[src/rtl/dcache_line_fill_ctrl.sv]
// Miss/line-fill controller for a 4-way, 128-set, 64-byte-line data cache.
// Picks a victim, bursts four 128-bit beats, writes tag and owns the valid bits.
module dcache_line_fill_ctrl #(
    parameter int AWID  = 32,
    parameter int BEATS = 4
) (
    input  logic              clk,
    input  logic              rst,
    input  logic              req,
    input  logic [AWID-1:0]   adr,
    input  logic              hit,
    input  logic              inv_line,
    input  logic              inv_all,
    output logic              stall,
    output logic              bus_req,
    output logic [AWID-1:0]   bus_adr,
    input  logic              bus_ack,
    input  logic [127:0]      bus_dat,
    input  logic              bus_err,
    output logic              wr,
    output logic [1:0]        wr_way,
    output logic [6:0]        wr_ndx,
    output logic [1:0]        wr_beat,
    output logic [127:0]      wr_dat,
    output logic              tag_wr,
    output logic [AWID-7:0]   tag_out,
    output logic [3:0][127:0] valid,
    output logic              done,
    output logic              err
);

    typedef enum logic [2:0] {
        S_IDLE  = 3'd0,
        S_FILL  = 3'd1,
        S_TAG   = 3'd2,
        S_DONE  = 3'd3,
        S_ABORT = 3'd4
    } state_t;

    state_t            state_q, state_d;
    logic [3:0][127:0] valid_q, valid_d;
    logic [1:0]        rr_q, rr_d;
    logic [1:0]        beat_q, beat_d;
    logic [1:0]        way_q, way_d;
    logic [6:0]        ndx_q, ndx_d;
    logic [AWID-7:0]   tag_q, tag_d;
    logic [AWID-1:0]   bus_adr_q, bus_adr_d;
    logic              bus_req_q, bus_req_d;
    logic              wr_q, wr_d;
    logic [1:0]        wr_beat_q, wr_beat_d;
    logic [127:0]      wr_dat_q, wr_dat_d;
    logic              tag_wr_q, tag_wr_d;
    logic              done_q, done_d;
    logic              err_q, err_d;

    logic [6:0]        adr_ndx;
    logic [3:0]        set_valid;
    logic [2:0]        free_pick;

    // Returns {all_ways_valid, lowest invalid way}.
    function automatic logic [2:0] pick_free(input logic [3:0] v);
        logic [2:0] r;
        r = 3'b100;
        for (int w = 3; w >= 0; w--) begin
            if (!v[w]) begin
                r = {1'b0, 2'(w)};
            end
        end
        return r;
    endfunction

    assign adr_ndx   = adr[12:6];
    assign free_pick = pick_free(set_valid);
    assign stall     = (state_q != S_IDLE) || (req && !hit) || ((inv_line || inv_all) && req);

    assign bus_req = bus_req_q;
    assign bus_adr = bus_adr_q;
    assign wr      = wr_q;
    assign wr_way  = way_q;
    assign wr_ndx  = ndx_q;
    assign wr_beat = wr_beat_q;
    assign wr_dat  = wr_dat_q;
    assign tag_wr  = tag_wr_q;
    assign tag_out = tag_q;
    assign valid   = valid_q;
    assign done    = done_q;
    assign err     = err_q;

    // Valid bits of the addressed set across all ways, for victim selection.
    always_comb begin
        set_valid = 4'b0000;
        for (int w = 0; w < 4; w++) begin
            set_valid[w] = valid_q[w][adr_ndx];
        end
    end

    // Next-state and next-output logic.
    always_comb begin
        state_d   = state_q;
        valid_d   = valid_q;
        rr_d      = rr_q;
        beat_d    = beat_q;
        way_d     = way_q;
        ndx_d     = ndx_q;
        tag_d     = tag_q;
        bus_adr_d = bus_adr_q;
        bus_req_d = bus_req_q;
        wr_d      = 1'b0;
        wr_beat_d = wr_beat_q;
        wr_dat_d  = wr_dat_q;
        tag_wr_d  = 1'b0;
        done_d    = 1'b0;
        err_d     = 1'b0;
        case (state_q)
            S_IDLE: begin
                // Invalidates win; a same-cycle miss is retried while req is held.
                if (inv_all) begin
                    valid_d = '0;
                end else if (inv_line) begin
                    for (int w = 0; w < 4; w++) begin
                        valid_d[w][adr_ndx] = 1'b0;
                    end
                end else if (req && !hit) begin
                    if (free_pick[2]) begin
                        way_d = rr_q;
                        rr_d  = rr_q + 2'd1;
                        valid_d[rr_q][adr_ndx] = 1'b0;
                    end else begin
                        way_d = free_pick[1:0];
                        valid_d[free_pick[1:0]][adr_ndx] = 1'b0;
                    end
                    ndx_d     = adr_ndx;
                    tag_d     = adr[AWID-1:6];
                    bus_adr_d = adr & ~AWID'(6'h3f);
                    beat_d    = 2'd0;
                    bus_req_d = 1'b1;
                    state_d   = S_FILL;
                end else begin
                    state_d = S_IDLE;
                end
            end
            S_FILL: begin
                if (bus_ack && bus_req_q) begin
                    wr_d      = 1'b1;
                    wr_beat_d = beat_q;
                    wr_dat_d  = bus_dat;
                    beat_d    = beat_q + 2'd1;
                end else begin
                    wr_d = 1'b0;
                end
                if (bus_err) begin
                    bus_req_d = 1'b0;
                    err_d     = 1'b1;
                    state_d   = S_ABORT;
                end else if (bus_ack && beat_q == 2'(BEATS - 1)) begin
                    bus_req_d = 1'b0;
                    tag_wr_d  = 1'b1;
                    state_d   = S_TAG;
                end else begin
                    state_d = S_FILL;
                end
            end
            S_TAG: begin
                valid_d[way_q][ndx_q] = 1'b1;
                done_d  = 1'b1;
                state_d = S_DONE;
            end
            S_DONE: begin
                state_d = S_IDLE;
            end
            S_ABORT: begin
                state_d = S_IDLE;
            end
            default: begin
                bus_req_d = 1'b0;
                state_d   = S_IDLE;
            end
        endcase
    end

    // State and output registers.
    always_ff @(posedge clk or posedge rst) begin
        if (rst) begin
            state_q   <= S_IDLE;
            valid_q   <= '0;
            rr_q      <= 2'd0;
            beat_q    <= 2'd0;
            way_q     <= 2'd0;
            ndx_q     <= 7'd0;
            tag_q     <= '0;
            bus_adr_q <= '0;
            bus_req_q <= 1'b0;
            wr_q      <= 1'b0;
            wr_beat_q <= 2'd0;
            wr_dat_q  <= 128'd0;
            tag_wr_q  <= 1'b0;
            done_q    <= 1'b0;
            err_q     <= 1'b0;
        end else begin
            state_q   <= state_d;
            valid_q   <= valid_d;
            rr_q      <= rr_d;
            beat_q    <= beat_d;
            way_q     <= way_d;
            ndx_q     <= ndx_d;
            tag_q     <= tag_d;
            bus_adr_q <= bus_adr_d;
            bus_req_q <= bus_req_d;
            wr_q      <= wr_d;
            wr_beat_q <= wr_beat_d;
            wr_dat_q  <= wr_dat_d;
            tag_wr_q  <= tag_wr_d;
            done_q    <= done_d;
            err_q     <= err_d;
        end
    end

endmodule
[config.mk]
export PLATFORM = sky130hd
export DESIGN_NAME = dcache_line_fill_ctrl
export DESIGN_NICKNAME = d
export VERILOG_FILES = /design/src/rtl/dcache_line_fill_ctrl.sv
export SDC_FILE = /design/constraint.sdc
export NUM_CORES = 2
export LEC_CHECK = 0
export BUFFER_PORTS_ARGS = -buffer_cell sky130_fd_sc_hd__buf_2
export CAP_MARGIN = 20
export CORE_AREA = 4 4 340 342
export CTS_BUF_LIST = sky130_fd_sc_hd__clkbuf_8
export DETAILED_ROUTE_END_ITERATION = 7
export DIE_AREA = 0 0 344 346
export PLACE_DENSITY = 0.6
export REMOVE_ABC_BUFFERS = 1
export SYNTH_ARGS = -nofsm -noshare
export SYNTH_HDL_FRONTEND = slang
export SYNTH_SLANG_ARGS = --single-unit
[constraint.sdc]
create_clock -name clk -period 43.1 [get_ports clk]
set_clock_uncertainty 0.15 [all_clocks]
set_input_delay 2.155 -clock clk [delete_from_list [all_inputs] [get_ports clk]]
set_output_delay 2.155 -clock clk [all_outputs]
set_load 0.005 [all_outputs]
==> summary.txt <==
Setup path
  – CP startpoint: adr[6]
  – CP required: ~44,000 ps
  – CP Capture Type: flop
  – Worst reg2reg endpoint: valid[62]
  – CP max FO: 30
  – CP arrival: roughly 9000 ps
  – R2R cell count: 11
  – Reg-to-reg setup timing slack: about 37,000 ps
  – Worst r2r src: valid[437]
  – WS Path Type: in2reg
  – Worst setup SP type: input port

STA
  – Final setup margin: about 35,000 ps
  – Final-report hold violation count: 0
  – Least-Margin Pin Slew: about 1300 ps
  – Final slew viol count: 0
  – Shortest period the worst path allows: roughly 8500 ps
  – Slew HR: between 10 and 15%
  – Crit share post-route: about a fifth
  – Setup TNS: 0 ps
  – RSZ-0062 raised after global routing: no
  – Achievable clock frequency: 118 MHz
  – Hold Slack: 349 ps
  – Final setup violation count: 0

Logic synthesis
  – Ys Warns: 0
  – Avg Cell Area, Syn: ~10 sq um
  – Synth Instances: approximately 3,600
  – Cell taking the most area after synthesis: dfrtp_1
  – Mapped Area: approximately 35,000 sq um
  – EDFF count, synth: 0
  – Synth top area cells: dfrtp_1 (48%), a21oi_1 (7.0%), mux2_2 (5.6%)
  – Async SR Flop Fraction: between 90% and 100%
  – Netlist cell types: 81
  – Post-synthesis sequential area ratio: just under 50%
  – FF+latch count, synth: 682
  – Area share of the largest cell type after synthesis: between 40% and 50%
  – Ys flop type: dfrtp_1

Route
  – DRT iter0 DRCs: between 6,000 and 7,000
  – Final WL: 228 mm
  – Number of vias per cell: approximately 6.5
  – Drt drc: 0
  – Via count: between 30,000 and 40,000
  – Pre-antenna DRT Iters: 7
  – Routed Antenna Nets: 0
  – Wire per inst: 37.8 microns

Worst hold path
  – Tightest Hold Check Type: reg2reg
  – HP Start: wr_dat[45]
  – Hold EP: wr_dat[45]
  – Hold Path Cell Cnt: 1

Power
  – Pleak: approximately 21 nW
  – Final Power: approximately 1.9 mW
  – Maximum vdd drop: 0.0312 mV
  – Cell Pwr Density: 43.4 nW/um^2

Final layout
  – Reg area: approximately 17,000 sq um
  – Fin nets: roughly 4,600
  – Area occupied by multi-input gates: between 15,000 and 20,000 sq um
  – Ratio of cells with drive above 1 in the final layout: 33.0%
  – Most common cell after layout, fill and taps aside: buf_2
  – Final cell count without fillers: roughly 6,000
  – Commonest non-fill, non-tap cells in the layout: buf_2 (868), dfrtp_1 (682), a21oi_1 (495), nor2_1 (368), nand2_1 (367)
  – Area Growth Syn to Fin: 23.7%
  – Final Util: about two fifths
  – Design area: around 44,000 sq um
  – # fillers: between 10,000 and 15,000

Floorplan
  – Num ports: about 880
  – Rows: roughly 120
  – DIE WIDTH: roughly 340 microns
  – Height of the die: 346 microns
  – Core area: about 110,000 sq um
  – Initial core utilization: 31.5%
  – Die area: 119,000 sq um

Clock tree
  – H-Tree Depth: 3
  – Worst skew pair latency: ~840 ps
  – TritonCTS buffer count: 120
  – CTS tree: done
  – CTS sink cnt: between 600 and 700
  – Total setup buffers inserted after CTS: 0
  – Clock Root Buffer: clkbuf_8
  – Reg clk slew, reported paths: about 60 ps
  – CTS Hold Bufs: 0
  – Max clock buf depth: 3
  – Post-CTS Resized: 0

Global routing
  – Initial antenna violation count: 23
  – Vias in the first global route: about 37,000
  – Grt total ovfl: 0
  – First-pass GRT wire length: roughly 310 mm
  – Total GRT Usage: approximately 37%
  – Largest net degree at the start of global routing: 163

Place
  – GP Congestion: roughly 1.0
  – Placed Instance Area: a little over 40,000 sq um
  – Count of input and output buffers: 870
  – Place WS: approximately 35,000 ps
  – Placed cells: 5,776
  – DP HPWL: roughly 160 mm

Run
  – Maxcap violations: 0

Status
  – Run status: completed
[worst max path at each step]
| stage | cells after the start | end | slack (ps) |
|---|---|---|---|
| after global placement | 13 | valid[67] | 34580 |
| final | 13 | valid[62] | 34600 |
| after global routing | 13 | valid[62] | 34880 |
| after CTS | 13 | valid[62] | 35360 |
| after floorplan | 1 | beat_q[0] | 21680 |
| after detailed placement | 13 | valid[62] | 34540 |
[registers in the layout, indices dropped and copies added, names as in the netlist, 2 cells and up]
name	count
wr_beat	2
valid	512
state_q	3
wr_dat	128
rr_q	2
wr_way	2
beat_q	2
wr_ndx	6
tag_out	20
[Yosys cell counts, types with 12 or more instances]
cell / number
dfrtp_1: 682
a21oi_1: 496
nor2_1: 383
nand2_1: 370
o21ai_0: 312
clkbuf_1: 200
mux2_2: 175
a211oi_1: 70
a22oi_1: 65
mux2i_1: 62
buf_4: 58
a31oi_1: 53
mux4_2: 53
o221ai_1: 48
buf_2: 46
o22ai_1: 43
o311ai_0: 36
a32oi_1: 34
nor3_1: 28
nand3_1: 27
o21ai_1: 26
inv_1: 25
o22a_1: 25
a211oi_2: 23
a221o_1: 23
nand2b_1: 21
a311oi_1: 19
o21bai_1: 19
buf_6: 15
a221oi_1: 12
nor2b_1: 12
o21ai_2: 12
[power by group]
group / switching (mW) / total, mW / internal (mW) / leakage [nW]
Combinational: 0.307 / 0.448 / 0.141 / 9.87
Sequential: 0.0621 / 0.770 / 0.708 / 9.30
Clock: 0.309 / 0.679 / 0.370 / 1.49
Total: 0.678 / 1.90 / 1.22 / 20.7
[area by class of cell]
class | instances | area share [%]
Tap cell | 1500 | 4.29
Clock buffer | 159 | 5.01
Sequential cell | 682 | 39.0
Clock inverter | 59 | 1.05
Antenna cell | 23 | 0.132
Timing Repair Buffer | 972 | 12.0
Inverter | 26 | 0.240
Multi-Input combinational cell | 2602 | 38.2
[kinds of logic after synthesis]
logic type	count (synthesis)	share of synthesized area, %
XOR/XNOR	1	0.0248
AO/OA/AOI/OAI	1388	24.7
other	1	0.0106
multiplexers	297	11.2
flip-flops	682	48.3
adder cells (fa/ha/maj)	5	0.177
AND/OR/NAND/NOR	905	10.7
buffers and inverters	357	4.94
[routing by layer]
layer / up-vias / wire, microns / GRT usage (%)
met5: - / 94 / 0
met4: 12 / 22800 / 27.9
met3: 1103 / 33300 / 15.0
met2: 3806 / 96800 / 54.9
met1: 19100 / 74500 / 42.2
li1: 15000 / - / -
[critical path, stage by stage]
cell	delay [ps]
buf_2	280
buf_4	560
nand2_1	790
buf_4	500
o221ai_1	270
a221oi_1	130
o311ai_0	920
nand3_1	700
a21oi_2	1000
buf_4	600
a21oi_2	360
buf_4	330
a311oi_1	310
No activity file was read; power rests on OpenSTA's default activity.
